## config.mk

```make
export PLATFORM = sky130hd
export DESIGN_NAME = washer_actuator_guard
export DESIGN_NICKNAME = d
export VERILOG_FILES = /design/src/rtl/washer_pkg.sv /design/src/rtl/guard_timer.sv /design/src/rtl/washer_actuator_guard.sv
export SDC_FILE = /design/constraint.sdc
export NUM_CORES = 1
export LEC_CHECK = 0
export CORE_ASPECT_RATIO = 1.1
export CORE_MARGIN = 2
export CORE_UTILIZATION = 45
export CTS_BUF_LIST = sky130_fd_sc_hd__clkbuf_8
export DETAILED_ROUTE_END_ITERATION = 16
export GPL_ROUTABILITY_DRIVEN = 0
export PLACE_DENSITY_LB_ADDON = 0.05
export SETUP_SLACK_MARGIN = 0.4
export SYNTH_ARGS = -nofsm -noshare
export SYNTH_HDL_FRONTEND = slang
export SYNTH_HIERARCHICAL = 1
export SYNTH_SLANG_ARGS = --single-unit
```

## constraint.sdc

```tcl
create_clock -name clk -period 3.4 [get_ports clk]
set_input_delay 0.68 -clock clk [delete_from_list [all_inputs] [get_ports clk]]
set_output_delay 0.68 -clock clk [all_outputs]
set_load 0.01 [all_outputs]
```

## src/rtl/washer_pkg.sv

```systemverilog
// Shared washer types and default timing constants (1 ms clock, counts in cycles).
package washer_pkg;

    typedef enum logic [1:0] {
        M_OFF  = 2'd0,
        M_FWD  = 2'd1,
        M_REV  = 2'd2,
        M_DEAD = 2'd3
    } motor_state_t;

    localparam int DEAD_CYCLES_DEF  = 200;
    localparam int FILL_TIMEOUT_DEF = 4096;
    localparam int CW_DEF           = 16;

endpackage

```

## src/rtl/guard_timer.sv

```systemverilog
// Loadable down-counter that parks at zero; zero flag is decoded from the register.
module guard_timer #(
    parameter int CW = 16
) (
    input  logic          clk,
    input  logic          rst,
    input  logic          load,
    input  logic [CW-1:0] load_val,
    input  logic          dec,
    output logic          zero
);

    logic [CW-1:0] count;

    always_ff @(posedge clk) begin
        if (rst) begin
            count <= '0;
        end else if (load) begin
            count <= load_val;
        end else if (dec && (count != '0)) begin
            count <= count - 1'b1;
        end
    end

    assign zero = (count == '0);

endmodule

```

## src/rtl/washer_actuator_guard.sv

```systemverilog
// Safety stage between reg_machine and the physical valves/motor: dead-time,
// lid interlock, fill/drain exclusion and a sticky fill-timeout fault.
module washer_actuator_guard
    import washer_pkg::*;
#(
    parameter int DEAD_CYCLES  = DEAD_CYCLES_DEF,
    parameter int FILL_TIMEOUT = FILL_TIMEOUT_DEF,
    parameter int CW           = CW_DEF
) (
    input  logic clk,
    input  logic rst,
    input  logic ctrl_fill,
    input  logic ctrl_release,
    input  logic ctrl_forward,
    input  logic ctrl_reverse,
    input  logic lid_closed,
    input  logic fault_clr,
    output logic valve_fill,
    output logic valve_drain,
    output logic motor_fwd,
    output logic motor_rev,
    output logic fault
);

    localparam logic [CW-1:0] DEAD_LOAD = CW'(DEAD_CYCLES - 1);
    localparam logic [CW-1:0] FILL_LAST = CW'(FILL_TIMEOUT - 1);

    motor_state_t  state;
    motor_state_t  state_next;
    logic          go_f;
    logic          go_r;
    logic          dead_load;
    logic          dead_dec;
    logic          dead_zero;
    logic [CW-1:0] fill_cnt;
    logic          fill_trip;
    logic          clr_ok;

    // Conflicting direction requests are treated as no request at all.
    assign go_f = ctrl_forward & ~ctrl_reverse & lid_closed & ~fault;
    assign go_r = ctrl_reverse & ~ctrl_forward & lid_closed & ~fault;

    always_comb begin
        state_next = state;
        dead_load  = 1'b0;
        case (state)
            M_OFF: begin
                if (go_f)      state_next = M_FWD;
                else if (go_r) state_next = M_REV;
            end
            M_FWD: begin
                if (!go_f) begin
                    state_next = M_DEAD;
                    dead_load  = 1'b1;
                end
            end
            M_REV: begin
                if (!go_r) begin
                    state_next = M_DEAD;
                    dead_load  = 1'b1;
                end
            end
            M_DEAD: begin
                if (dead_zero) begin
                    if (go_f)      state_next = M_FWD;
                    else if (go_r) state_next = M_REV;
                    else           state_next = M_OFF;
                end
            end
            default: state_next = M_OFF;
        endcase
    end

    assign dead_dec = (state == M_DEAD) && !dead_zero;

    guard_timer #(.CW(CW)) u_dead_timer (
        .clk      (clk),
        .rst      (rst),
        .load     (dead_load),
        .load_val (DEAD_LOAD),
        .dec      (dead_dec),
        .zero     (dead_zero)
    );

    // Motor drives decode the next state so they change on the same edge as the FSM.
    always_ff @(posedge clk) begin
        if (rst) begin
            state     <= M_OFF;
            motor_fwd <= 1'b0;
            motor_rev <= 1'b0;
        end else begin
            state     <= state_next;
            motor_fwd <= (state_next == M_FWD);
            motor_rev <= (state_next == M_REV);
        end
    end

    assign fill_trip = valve_fill && (fill_cnt == FILL_LAST);
    assign clr_ok    = fault_clr & ~ctrl_fill & ~ctrl_release & ~ctrl_forward & ~ctrl_reverse;

    always_ff @(posedge clk) begin
        if (rst) begin
            valve_fill  <= 1'b0;
            valve_drain <= 1'b0;
            fill_cnt    <= '0;
            fault       <= 1'b0;
        end else begin
            valve_drain <= ctrl_release;
            valve_fill  <= ctrl_fill & ~ctrl_release & ~fault & ~fill_trip;
            if (valve_fill && !fill_trip) fill_cnt <= fill_cnt + 1'b1;
            else                          fill_cnt <= '0;
            // A trip in the same cycle as a qualified clear keeps the fault set.
            if (fill_trip)   fault <= 1'b1;
            else if (clr_ok) fault <= 1'b0;
        end
    end

endmodule

```

Word-level counts from Yosys, hierarchy flattened --
Index checks and enable logic that the tools add are counted.
Storage, ports and cells: bits in registers 39, bits in latches 0, bits in writable memories 0, memory bits (read-only) 0, input bits 8, word-level logic and storage cells 65, memories 0
Operators by class: add/sub/neg operators 2, $mul 0, divide/modulo/power cells 0, magnitude comparators 0, equal/unequal tests 6, shift-type cells 0, muxes and demuxes 15, bitwise operators 20, reduce and logical (&&, ||, !) cells 13
Operators by type and width (number):
- 16-bit by 1-bit adder with 16-bit output (second input constant) | 1
- 16-bit by 12-bit equality test with 1-bit output (second input constant) | 1
- 16-bit zero test | 1
- 8-bit two-way mux | 2
- 16-bit nonzero test | 1
- 16-bit by 1-bit subtractor with 16-bit output (second input constant) | 1
- 2-bit two-way mux | 7
- 1-bit AND | 13
- 2-bit case mux with 4 select lines | 1
- 1-bit NOT | 7
- 2-bit equality test (second input constant) | 3
- 2-bit by 1-bit equality test with 1-bit output (second input constant) | 2
- 1-bit logical AND | 4
- 1-bit two-way mux | 4
- 2-bit nonzero test | 2
- 2-bit OR reduction | 2
- 1-bit zero test | 2
- 2-bit zero test | 1
- 1-bit case mux with 2 select lines | 1

Depth between registers and ports, before layout --
depth after elaboration 9, gate-level depth with buffers 11

Cells and area by module --
Netlist, hierarchy kept.
Modules (own cells, without submodules):
- washer_actuator_guard | times used 1, cells an instance 128, area each 1137.3 um2, seq. area each 460.4 um2
- guard_timer | times used 1, cells an instance 114, area each 944.7 um2, seq. area each 320.3 um2

Least setup slack after synthesis --
OpenSTA, ideal clock, no wires.
path type reg-to-reg, start reg u_dead_timer.count[0], end reg u_dead_timer.count[4], data arrival time 2.541 ns, data required time 3.309 ns, setup slack 0.768 ns, stages on the path, launching flop included 10, clock period less this slack 2.632 ns, cell sequence dfxtp_1 > inv_1 > ha_1 > nor3b_1 > and4bb_2 > buf_6 > nor2b_1 > or4bb_1 > or3_2 > a311oi_1
On the way: longest elaborated chain between the ends 4, elaborated cells on any way between the ends 6, those cells by class 1 x add/sub; 5 x reduce/logical
RTL lines:
- start, declared | RTL line guard_timer.sv:13 | logic [CW-1:0] count;
- start signal, assigned | RTL line guard_timer.sv:19 | count <= load_val;
- start signal, assigned | RTL line guard_timer.sv:21 | count <= count - 1'b1;
- 16-bit zero test | RTL line guard_timer.sv:25 | assign zero = (count == '0);
- named net dead_zero | RTL line washer_actuator_guard.sv:34 | logic dead_zero;
- 1-bit zero test | RTL line washer_actuator_guard.sv:74 | assign dead_dec = (state == M_DEAD) && !dead_zero;
- 1-bit logical AND | RTL line washer_actuator_guard.sv:74
- named net dead_dec | RTL line washer_actuator_guard.sv:33 | logic dead_dec;
- 1-bit logical AND | RTL line guard_timer.sv:20 | end else if (dec && (count != '0)) begin
The timed path passes the listed nets, and every way through them passes these cells. A chain may end at the register's enable or synchronous reset.

Worst setup path in the final report --
Same ends and word-level chain as after synthesis.

==> results.toml <==
[status]
status = "complete, no violations"

[synthesis]
ys_seq_area_share_pct = 37.5
netlist_instances = 242
synth.ff_latch_count = 39
syn_area_mm2 = 0.00208
yosysWarnings = 6
synth_top_cell_by_area = "dfxtp_1"
synth-async-reset-ratio_pct = 0
synth_top_cell_area_share_pct = 37.5
syn_avg_cell_area_um2 = 8.60
synth-main-ff-cell = "dfxtp_1"
synth_cell_types = 55
synth_area_leaders = "dfxtp_1 38%, xnor2_1 7.2%, nor2_1 6.7%"
synth_edf_count = 0

[layout]
n_fill_cell = 438
fin_area_mm2 = 0.00239
layout_common_cells = "39 x dfxtp_1, 37 x nor2_1, 17 x nand2_1, 17 x xnor2_1, 16 x conb_1"
antenna_cells = 0
area_growth_pct = 14.6
fin_nets = 286
drive_above_1_share_pct = 9.52
final_common_cell = "dfxtp_1"

[grt]
grt_start_max_net_pins = 17
globalRouteOverflowTotal = 0
grt_pass1_vias = 1585
grt_pass1_wl_um = 6890
grt_usage_pct = 17.6
antenna_found_initial = 0

[floorplan]
start_util_pct = 47.5
die_h_um = 75.3
boundaryPins = 13
die_w_um = 68.9
row_count = 25
dieArea_mm2 = 0.00519
coreArea_mm2 = 0.00438

[sta]
grt_setup_unrepaired = "false"
fin_ws_ns = 0.689
tightest_slew_ns = 0.616
fin_worst_skew_ns = 0.00738
setup_viol = 0
drv_slew = 0
fmax_ghz = 0.369
tns_ns = 0
maxSlewHeadroom_pct = 58.5
whs_ns = 0.492
hold_viol = 0
min_period_over_period_pct = 79.7
period_minus_slack_ns = 2.71

[power_and_ir_drop]
clkPwrFrac_pct = 17.9
combPwrFrac_pct = 44.4
p_sw_mw = 0.704
p_leak_nw = 0.806
intPower_mw = 1.02
sw_frac_of_total_pct = 40.9
ir_worst_vdd_uv = 353
power-per-cell-area_mw_per_mm2 = 722
seqPwrFrac_pct = 37.7

[worst_setup_path]
startpoint_type = "register"
worstPathRequired_ns = 3.61
critPathBufInv = 1
rrSetupSlack_ns = 0.69
crit_chain = "inv_1, ha_1, nor3b_1, and4bb_2, nor2b_2, or4bb_1, or3_2, a311oi_1"
path_class = "reg -> reg"
cpPeakStageDelay_ns = 0.46
crit_family = "simple AND/OR/NAND/NOR gates"
crit_slowest_cell = "or4bb_1"
crit_fanout = 15
cp.arrival_ns = 2.92
end_kind = "register"

[placement]
port_buffers = 12
dp_slack_ns = 0.529
dp_hpwl_um = 2880
place_area_mm2 = 0.00229

[worst_hold_path]
hold_class = "reg -> reg"

[cts]
cts.sinks = 39
cts_htree_levels = 2
ctsRootBufferMaster = "clkbuf_8"
numCtsBuffers = 5
clockBufferDepth = 2
cts_tree = "done"
clkSlewWorstSetupHoldPaths_ns = 0.08
postCtsSetupBuffers = 0
hold_buffers = 0
clk_latency_ns = 0.29

[route]
initialDrtViolationCount = 53
dr.pass1.iters = 4
ant_nets = 0
vias = 1729
vias_per_cell = 5.29
drc = 0
avgRoutedWirePerCell_um = 12.1
wl_um = 3950

[flow_run]
cap_violations = 0
logic make-up (layout without fill, tap and decap cells):
| logic type | after synthesis | after routing | share of synthesized area, % |
|---|---|---|---|
| AOI/OAI and AO/OA | 41 | 41 | 14.1 |
| adders and majority gates | 6 | 6 | 3.61 |
| and+or+nand+nor | 116 | 116 | 31.0 |
| buffers and inverters | 16 | 33 | 4.21 |
| xor gates and xnor gates | 21 | 21 | 8.83 |
| DFF | 39 | 39 | 37.5 |
| other | 2 | 16 | 0.361 |
| muxes | 1 | 1 | 0.481 |
cell usage after synthesis, types with 2 or more instances:
| library cell | n |
|---|---|
| nor3b_1 | 4 |
| a21oi_1 | 8 |
| nand2_1 | 17 |
| or3_2 | 3 |
| xor2_1 | 4 |
| clkbuf_1 | 2 |
| a311oi_1 | 3 |
| dfxtp_1 | 39 |
| o21ai_0 | 6 |
| conb_1 | 2 |
| nor4_1 | 10 |
| nand4_1 | 6 |
| nand3_1 | 5 |
| nor3_1 | 10 |
| o21ai_2 | 2 |
| a211oi_1 | 7 |
| nor2b_1 | 3 |
| or4_4 | 2 |
| nor2_1 | 37 |
| ha_1 | 6 |
| xnor2_1 | 17 |
| and4bb_2 | 2 |
| and4_1 | 3 |
| inv_1 | 9 |
| o221ai_1 | 2 |
| nand3b_1 | 2 |
| o21bai_1 | 3 |
per-stage QoR:
stage | util [%] | std cells | power, mW
floorplan | - | 256 | 1.29
global placement | 52.4 | 319 | 1.42
detailed placement | 52.4 | 319 | 1.42
CTS | 54.4 | 327 | 1.74
global route | 54.5 | 327 | 1.87
finish | 54.5 | 327 | 1.72
power by group through the flow:
stage | Sequential (mW) | Combinational, mW | Clock [mW]
after floorplan | 0.641 | 0.650 | 0
after global placement | 0.661 | 0.758 | 0
after detailed placement | 0.661 | 0.760 | 0
after CTS | 0.651 | 0.765 | 0.321
after global routing | 0.666 | 0.869 | 0.337
final | 0.649 | 0.764 | 0.308
worst reg2reg max path, stage by stage (launching register included):
cell and delay (ns):
dfxtp_1 0.37, inv_1 0.05, ha_1 0.24, nor3b_1 0.15, and4bb_2 0.35, nor2b_2 0.35
or4bb_1 0.46, or3_2 0.42, a311oi_1 0.24
path summary, 6_finish.rpt:
| kind | from | to | cells past startpoint |
|---|---|---|---|
| setup / recovery | u_dead_timer/count[0]$_SDFFE_PP0P_ | u_dead_timer/count[4]$_SDFFE_PP0P_ | 8 |
| hold / removal | fill_cnt[0]$_SDFF_PP0_ | fill_cnt[0]$_SDFF_PP0_ | 1 |
| setup reg to reg | u_dead_timer/count[0]$_SDFFE_PP0P_ | u_dead_timer/count[4]$_SDFFE_PP0P_ | 8 |
| hold reg to reg | fill_cnt[0]$_SDFF_PP0_ | fill_cnt[0]$_SDFF_PP0_ | 1 |
layer usage:
| metal | share of wire (%) | wire, µm | up-vias | track usage (%) |
|---|---|---|---|---|
| met3 | 2.2 | 88 | 6 | 3.69 |
| met1 | 49 | 1950 | 789 | 22.4 |
| met2 | 47 | 1850 | 15 | 28.5 |
| met4 | 1.6 | 65 | 0 | 8.06 |
| met5 | 0 | 0 | - | 0 |
| li1 | - | - | 919 | - |
sequential cells by signal, indices dropped and copies added, names as in the netlist:
register	count
state	2
fill_cnt	16
valve_fill	1
fault	1
motor_rev	1
valve_drain	1
u_dead_timer/count	16
motor_fwd	1
area by class of cell:
cell class,instances,area (µm²),area share [%]
multi-input cells,201,1270,53.2
flip-flops and latches,39,781,32.7
repair buffers,15,143,5.98
clock buffers,5,68.8,2.88
well taps,54,67.6,2.83
inverters,10,37.5,1.57
clock inverters,3,20.0,0.839
repair_timing:
item / in CTS / in global routing
resized for setup: 0 / 1
setup endpoints to repair: 0 / 2
endpoints found under the hold margin: 0 / 0
Power figures use the tool's default switching activity.
